File: src/rtl/rx_timing_gen.sv
// rx_timing_gen: oversampled RX edge/bit timing with mid-bit sample strobes and an end-of-frame pulse.
// Latency: Done is combinational; sample_stb/sample_idx/frame_done are registered, one cycle after the qualifying count.
// No backpressure: counting is gated only by Edge_EN_CNT/Bit_EN_CNT. Macro RX_TIMING_SAMPLE3_EN adds strobes at M-1 and M+1.
module rx_timing_gen #(
  parameter int PRESCALE_W = 6,
  parameter int BIT_CNT_W  = 4
) (
  input  logic                  CLK,
  input  logic                  RST,
  input  logic                  Edge_EN_CNT,
  input  logic                  Bit_EN_CNT,
  input  logic [PRESCALE_W-1:0] prescaler,
  input  logic [BIT_CNT_W-1:0]  frame_len,
  output logic [PRESCALE_W-1:0] Edge_Counter,
  output logic [BIT_CNT_W-1:0]  Bit_Counter,
  output logic                  Done,
  output logic                  sample_stb,
  output logic [1:0]            sample_idx,
  output logic                  frame_done,
  output logic                  cfg_err
);

  // IDLE: waiting for a run to start (next high Edge_EN_CNT is a capture edge).
  // RUN: counting with a valid latched prescaler. ERR: latched prescaler too small.
  typedef enum logic [1:0] {ST_IDLE, ST_RUN, ST_ERR} state_t;

  state_t                state, state_nxt;
  logic [PRESCALE_W-1:0] p_reg, p_last, mid;
  logic [BIT_CNT_W-1:0]  l_reg, l_last;
  logic                  capture, cap_bad, counting, hit;
  logic [1:0]            hit_idx;

  assign cfg_err = (state == ST_ERR);

  // Run-state register; reset lands in IDLE so the first enabled edge after reset captures.
  always_ff @(posedge CLK or negedge RST) begin
    if (!RST) state <= ST_IDLE;
    else      state <= state_nxt;
  end

  // Next state, run qualifiers, Done and sample-point decode.
  always_comb begin
    state_nxt = state;
    capture   = 1'b0;
    cap_bad   = 1'b0;
    counting  = 1'b0;
    hit       = 1'b0;
    hit_idx   = 2'd1;
    p_last    = p_reg - PRESCALE_W'(1);
    mid       = p_reg >> 1;
    // A zero frame length behaves as a one-bit frame.
    l_last    = (l_reg == '0) ? '0 : l_reg - BIT_CNT_W'(1);
    case (state)
      ST_IDLE: begin
        if (Edge_EN_CNT) begin
          capture   = 1'b1;
          cap_bad   = (prescaler < PRESCALE_W'(4));
          state_nxt = cap_bad ? ST_ERR : ST_RUN;
        end
      end
      ST_RUN: begin
        if (!Edge_EN_CNT) state_nxt = ST_IDLE;
        else              counting  = 1'b1;
      end
      ST_ERR: begin
        if (!Edge_EN_CNT) state_nxt = ST_IDLE;
      end
      default: state_nxt = ST_IDLE;
    endcase
    Done = counting && (Edge_Counter == p_last);
`ifdef RX_TIMING_SAMPLE3_EN
    if (Edge_Counter == mid - PRESCALE_W'(1)) begin
      hit     = 1'b1;
      hit_idx = 2'd0;
    end else if (Edge_Counter == mid) begin
      hit     = 1'b1;
      hit_idx = 2'd1;
    end else if (Edge_Counter == mid + PRESCALE_W'(1)) begin
      hit     = 1'b1;
      hit_idx = 2'd2;
    end
`else
    hit     = (Edge_Counter == mid);
    hit_idx = 2'd1;
`endif
  end

  // Latch the run configuration on the capture edge; later input changes are ignored.
  always_ff @(posedge CLK or negedge RST) begin
    if (!RST) begin
      p_reg <= '0;
      l_reg <= '0;
    end else if (capture) begin
      p_reg <= prescaler;
      l_reg <= frame_len;
    end
  end

  // Edge counter: the capture cycle is count 0, so a good capture moves straight to 1.
  always_ff @(posedge CLK or negedge RST) begin
    if (!RST)                     Edge_Counter <= '0;
    else if (capture && !cap_bad) Edge_Counter <= PRESCALE_W'(1);
    else if (counting)            Edge_Counter <= (Edge_Counter >= p_last) ? '0 : Edge_Counter + PRESCALE_W'(1);
    else                          Edge_Counter <= '0;
  end

  // Bit counter: clear has priority; advances on the last edge of each bit and wraps at L-1.
  always_ff @(posedge CLK or negedge RST) begin
    if (!RST)                                          Bit_Counter <= '0;
    else if (!Bit_EN_CNT || cap_bad || state == ST_ERR) Bit_Counter <= '0;
    else if (Done)                                     Bit_Counter <= (Bit_Counter >= l_last) ? '0 : Bit_Counter + BIT_CNT_W'(1);
  end

  // Registered strobes: sample point hit and end of the last bit of the frame.
  always_ff @(posedge CLK or negedge RST) begin
    if (!RST) begin
      sample_stb <= 1'b0;
      sample_idx <= 2'd0;
      frame_done <= 1'b0;
    end else begin
      sample_stb <= counting && hit;
      if (counting && hit) sample_idx <= hit_idx;
      frame_done <= Done && Bit_EN_CNT && (Bit_Counter == l_last);
    end
  end

endmodule
File: config.mk
export PLATFORM = sky130hd
export DESIGN_NAME = rx_timing_gen
export DESIGN_NICKNAME = d
export VERILOG_FILES = /design/src/rtl/rx_timing_gen.sv
export SDC_FILE = /design/constraint.sdc
export NUM_CORES = 1
export LEC_CHECK = 0
export ABC_AREA = 1
export BUFFER_PORTS_ARGS = -buffer_cell sky130_fd_sc_hd__buf_2
export CORE_ASPECT_RATIO = 2
export CORE_MARGIN = 3
export CORE_UTILIZATION = 62
export CTS_BUF_LIST = sky130_fd_sc_hd__clkbuf_4
export CTS_CLUSTER_SIZE = 20
export DETAILED_ROUTE_END_ITERATION = 12
export PLACE_DENSITY = 0.95
export REMOVE_ABC_BUFFERS = 1
export SLEW_MARGIN = 10
export SYNTH_ARGS = -nofsm -noshare
export SYNTH_HDL_FRONTEND = slang
export SYNTH_SLANG_ARGS = --single-unit
File: constraint.sdc
create_clock -name CLK -period 3.84 [get_ports CLK]
set_clock_uncertainty 0.15 [all_clocks]
set_input_delay 0.576 -clock CLK [delete_from_list [all_inputs] [get_ports CLK]]
set_output_delay 0.576 -clock CLK [all_outputs]
set_load 0.03 [all_outputs]
# [Word-level counts from Yosys, hierarchy flattened]
# Index checks and enable logic that the tools add are counted.
[op_classes] add_sub_neg=4 magnitude_cmp=3 n_eq_ne=7 muxes=16 n_reduce_logical=14
[ops] cell="two-way mux 6 bit" count=3
[ops] cell="two-way mux 4 bit" count=4
[ops] cell="adder 6 x 1 -> 6 bit, second input constant" count=1
[ops] cell="== test 6 x 5 -> 1 bit" count=1
[ops] cell="== test 6 bit" count=1
[ops] cell=">= comparator 6 bit" count=1
[ops] cell="less-than comparator 6 x 3 -> 1 bit, second input constant" count=1
[ops] cell="two-way mux 2 bit" count=3
[ops] cell="subtractor 6 x 1 -> 6 bit, second input constant" count=1
[ops] cell="logical AND 1 bit" count=5
[ops] cell="two-way mux 1 bit" count=5
[ops] cell="adder 4 x 1 -> 4 bit, second input constant" count=1
[ops] cell="== test 4 bit" count=1
[ops] cell=">= comparator 4 bit" count=1
[ops] cell="logical NOT 4 bit" count=1
[ops] cell="inequality test 2 bit, second input constant" count=2
[ops] cell="one-hot mux 2 bit (2 select lines)" count=1
[ops] cell="subtractor 4 x 1 -> 4 bit, second input constant" count=1
[ops] cell="== test 2 x 1 -> 1 bit, second input constant" count=1
[ops] cell="== test 2 bit, second input constant" count=1
[ops] cell="logical NOT 1 bit" count=2
[ops] cell="logical NOT 2 bit" count=1
[ops] cell="logical OR 1 bit" count=2
[ops] cell="AND reduction 2 bit" count=1
[ops] cell="2 further kinds" count=2
[totals] ff_bits=25 inputBits=14 output_inout_bits=16 wordCells=52

# [Logic depth before layout (Yosys ltp)]
[depth] depth_word=6 mapped_depth=13 depth_no_buf=13

# [Least setup slack after synthesis]
# Ideal clock, no wire load.
[synth_path] path_type="register -> output" from="register p_reg[2]" to="output Done" t_arrival_ns=1.680 required_time_ns=3.114 setup_slack_ns=1.434 path_stages_with_launch=10 n_path_buf=0 path_cell_list="dfrtp_1 -> nor3_2 -> nand3_1 -> xor2_1 -> inv_1 -> ha_1 -> nand2_1 -> nor2_1 -> nand2_1 -> inv_1"
[synth_between] elab_chain_len=3
[synth_rtl] item="start: declaration" line="28" text="logic [PRESCALE_W-1:0] p_reg, p_last, mid;"
[synth_rtl] item="start signal: assignment" line="94" text="p_reg <= prescaler;"
[synth_rtl] item="subtractor 6 x 1 -> 6 bit" line="49" text="p_last = p_reg - PRESCALE_W'(1);"
[synth_rtl] item="== test 6 bit" line="70" text="Done = counting && (Edge_Counter == p_last);"
[synth_rtl] item="logical AND 1 bit" line="70"
[synth_rtl] item="end: declaration" line="16" text="output logic Done,"
# Every way passes these cells.

# [Worst setup path in the final report]
# Same ends and word-level chain as after synthesis.

==> qor.csv <==
stage,metric,value,unit
job,maxCapViolCount,0,
floorplan,die_y,78.0,um
clocking,numCtsBuffers,3,
synth,syn_area,1610,um^2
pwr,finalPower,1.02,mW
clocking,htree_levels,1,
global_route,grt_usage,22.0,%
cells_and_area,area.growth.synth_to_final,10.8,%
critical_path,worst-setup-path-type,flip-flop to primary output,
floorplan,rows,25,
sta,timing.setup.tns,0,ps
routing,vias,1351,
pwr,powerDensity,571,nW/um^2
clocking,cts_hold_buf,0,
clocking,post_cts_buffers,0,
pwr,leakage,1.01,nW
pwr,comb_power_share,50.1,%
pwr,p_int,0.562,mW
critical_path,worstPathCellList,"nor3_2, nand3_1, xor2_1, inv_1, ha_1, nand2_1, nor2_1, nand2_1, inv_1, buf_2",
placed_design,dpl.hpwl,2670,um
synth,yosysSeqAreaShare,38.9,%
sta,rsz0062_at_grt,false,
sta,post-route-min-period,2970,ps
clocking,post_cts_resized,0,
synth,netlist_instances,197,
synth,ys_async_sr_fraction,100,%
synth,synthDistinctLibCells,29,
global_route,grt_pass1_wl,5600,um
pwr,sw_frac_of_total,44.7,%
global_route,grt_max_degree,26,
critical_path,critPathSlowestCell,dfrtp_1,
sta,timing.fmax,0.336,GHz
synth,yosys_register_bits,25,
sta,tightest_slew,571,ps
floorplan,start_util,66.8,%
floorplan,die_x,42.0,um
routing,totalWireLength,3260,um
cells_and_area,layout-drive-gt1-share,18.6,%
routing,via_per_inst,5.34,
global_route,grt_overflow_total,0,
sta,slew_viol_final,0,
routing,wl_per_cell,12.9,um
synth,synth_edf_count,0,
routing,drc,0,
critical_path,critPathArrivalTime,2250,ps
clocking,tritoncts,done,
synth,synth_ff_type,dfrtp_1,
clocking,path_clk_slew,140,ps
routing,dr.pass1.iters,4,
clocking,cts_buffer_depth,2,
pwr,pwr-share-seq,37.5,%
clocking,insertion_delay,320,ps
clocking,cts_root_buffer,clkbuf_4,
cells_and_area,nets,257,
synth,yosys_warnings,0,
critical_path,crit_path_end_kind,primary output,
worst_hold_path,hp-class,input pin to async pin,
floorplan,die-area,3280,um^2
pwr,clock_power_share,12.4,%
pwr,p_sw,0.455,mW
floorplan,num_io_pins,30,
sta,slew_headroom,61.9,%
critical_path,cp_slowest_stage_delay,460,ps
cells_and_area,insertedDiodeCount,0,
critical_path,required,3110,ps
clocking,cts_sinks,25,
global_route,grt_pass1_vias,1350,
routing,ant_nets,0,
floorplan,coreArea,2410,um^2
sta,timing.final.hold_violations,0,
critical_path,critPathLaunchType,flip-flop,
run_status,outcome,finished clean,
critical_path,cp_max_fo,4,
routing,drt_iter0_drc,36,
placed_design,routabilityCongestion,0.796,
sta,fin_crit_sh,77.4,%
global_route,antenna_found_initial,0,
pwr,peakVddDrop,0.000358,V
synth,avgSynthCellArea,8.16,um^2
sta,setup_violations,0,
placed_design,portBuffers,28,
-- worst paths after layout --
check / startpoint / end / slack (ps) / cells past startpoint
max: p_reg[2]$_DFFE_PN0P_ / Done / 870 / 10
min: RST / Edge_Counter[2]$_DFF_PN0_ / 70 / 1
max reg2reg: p_reg[2]$_DFFE_PN0P_ / Bit_Counter[3]$_DFFE_PN0P_ / 1690 / 12
min reg2reg: sample_idx[0]$_DFFE_PN0P_ / sample_idx[0]$_DFFE_PN0P_ / 340 / 2
max in group asynchronous: RST / l_reg[1]$_DFFE_PN0P_ / 3080 / 1
min in group CLK: frame_len[1] / l_reg[1]$_DFFE_PN0P_ / 290 / 3
-- area by class of cell --
type | instances | area (um^2)
Clock buffer | 4 | 30.0
Fill cell | 180 | 627
Inverter | 32 | 120
Multi-Input combinational cell | 137 | 832
Sequential cell | 25 | 626
Tap cell | 27 | 33.8
Timing Repair Buffer | 28 | 140
-- synth_stat cells, types with 2 or more instances --
cell type | n | area share (%)
xnor2_1 | 3 | 1.6
nand3_1 | 9 | 2.8
xor2_1 | 9 | 4.9
buf_6 | 2 | 1.4
nand3_2 | 3 | 1.9
o21ai_0 | 12 | 3.7
dfrtp_1 | 25 | 39
nand2_1 | 49 | 11
nor2_1 | 17 | 4.0
a21oi_1 | 2 | 0.62
ha_1 | 16 | 12
inv_1 | 31 | 7.2
nor2_2 | 2 | 0.78
o22ai_1 | 2 | 0.78
-- critical path, delay by kind of cell, from the launching register on --
family,cells,cell delay [ps]
xor+xnor,1,160
fa+ha+maj,1,280
buf+inv,3,360
flops,1,460
simple gates,5,640
-- metrics by stage --
stage	cell area [um^2]	setup WS [ps]	utilization [%]	instances	hold slack (ps)
2_1_floorplan	1580	1430	-	194	130
3_3_place_gp	1750	1300	72.7	249	295
6_report	1780	868	74.0	253	72.2
5_1_grt	1780	700	74.0	253	104
4_1_cts	1780	866	74.0	253	93.3
3_5_place_dp	1750	1240	72.7	249	327
-- logic make-up after synthesis --
kind of cell | synth area share (%)
flip-flops | 38.9
XOR/XNOR | 6.54
adder cells (fa/ha/maj) | 12.5
AND/OR/NAND/NOR | 25.4
multiplexers | 0.623
other | 0.233
buffers and inverters | 9.34
AO/OA/AOI/OAI | 6.46
-- power by group through the flow --
stage               logic, mW  clock network (mW)  registers, mW
floorplan               0.388                   0          0.387
global placement        0.493                   0          0.382
detailed placement      0.513                   0          0.386
CTS                     0.516               0.129          0.380
global route            0.600               0.136          0.389
finish                  0.510               0.126          0.381
-- cells in the final DEF, fill, tap and decap left out, types with 2 or more instances in the layout --
cell | netlist | routed
xnor2_1 | 3 | 3
a21oi_1 | 2 | 2
dfrtp_1 | 25 | 25
o22ai_1 | 2 | 2
ha_1 | 16 | 16
nand3_1 | 9 | 9
o21ai_0 | 12 | 12
buf_2 | 0 | 28
nand3_2 | 3 | 3
nor2_1 | 17 | 17
nand2_1 | 49 | 49
nor2_2 | 2 | 2
inv_1 | 31 | 31
clkbuf_4 | 0 | 4
xor2_1 | 9 | 9
-- metal layers --
| metal | global-route usage, % | vias to the layer above | wire length, um |
|---|---|---|---|
| met3 | 1.83 | 10 | 102 |
| met5 | 0 | - | 0 |
| met4 | 9.97 | 0 | 114 |
| met1 | 21.9 | 639 | 1140 |
| li1 | - | 674 | - |
| met2 | 43.5 | 28 | 1900 |
(Power assumes the default switching activity.)
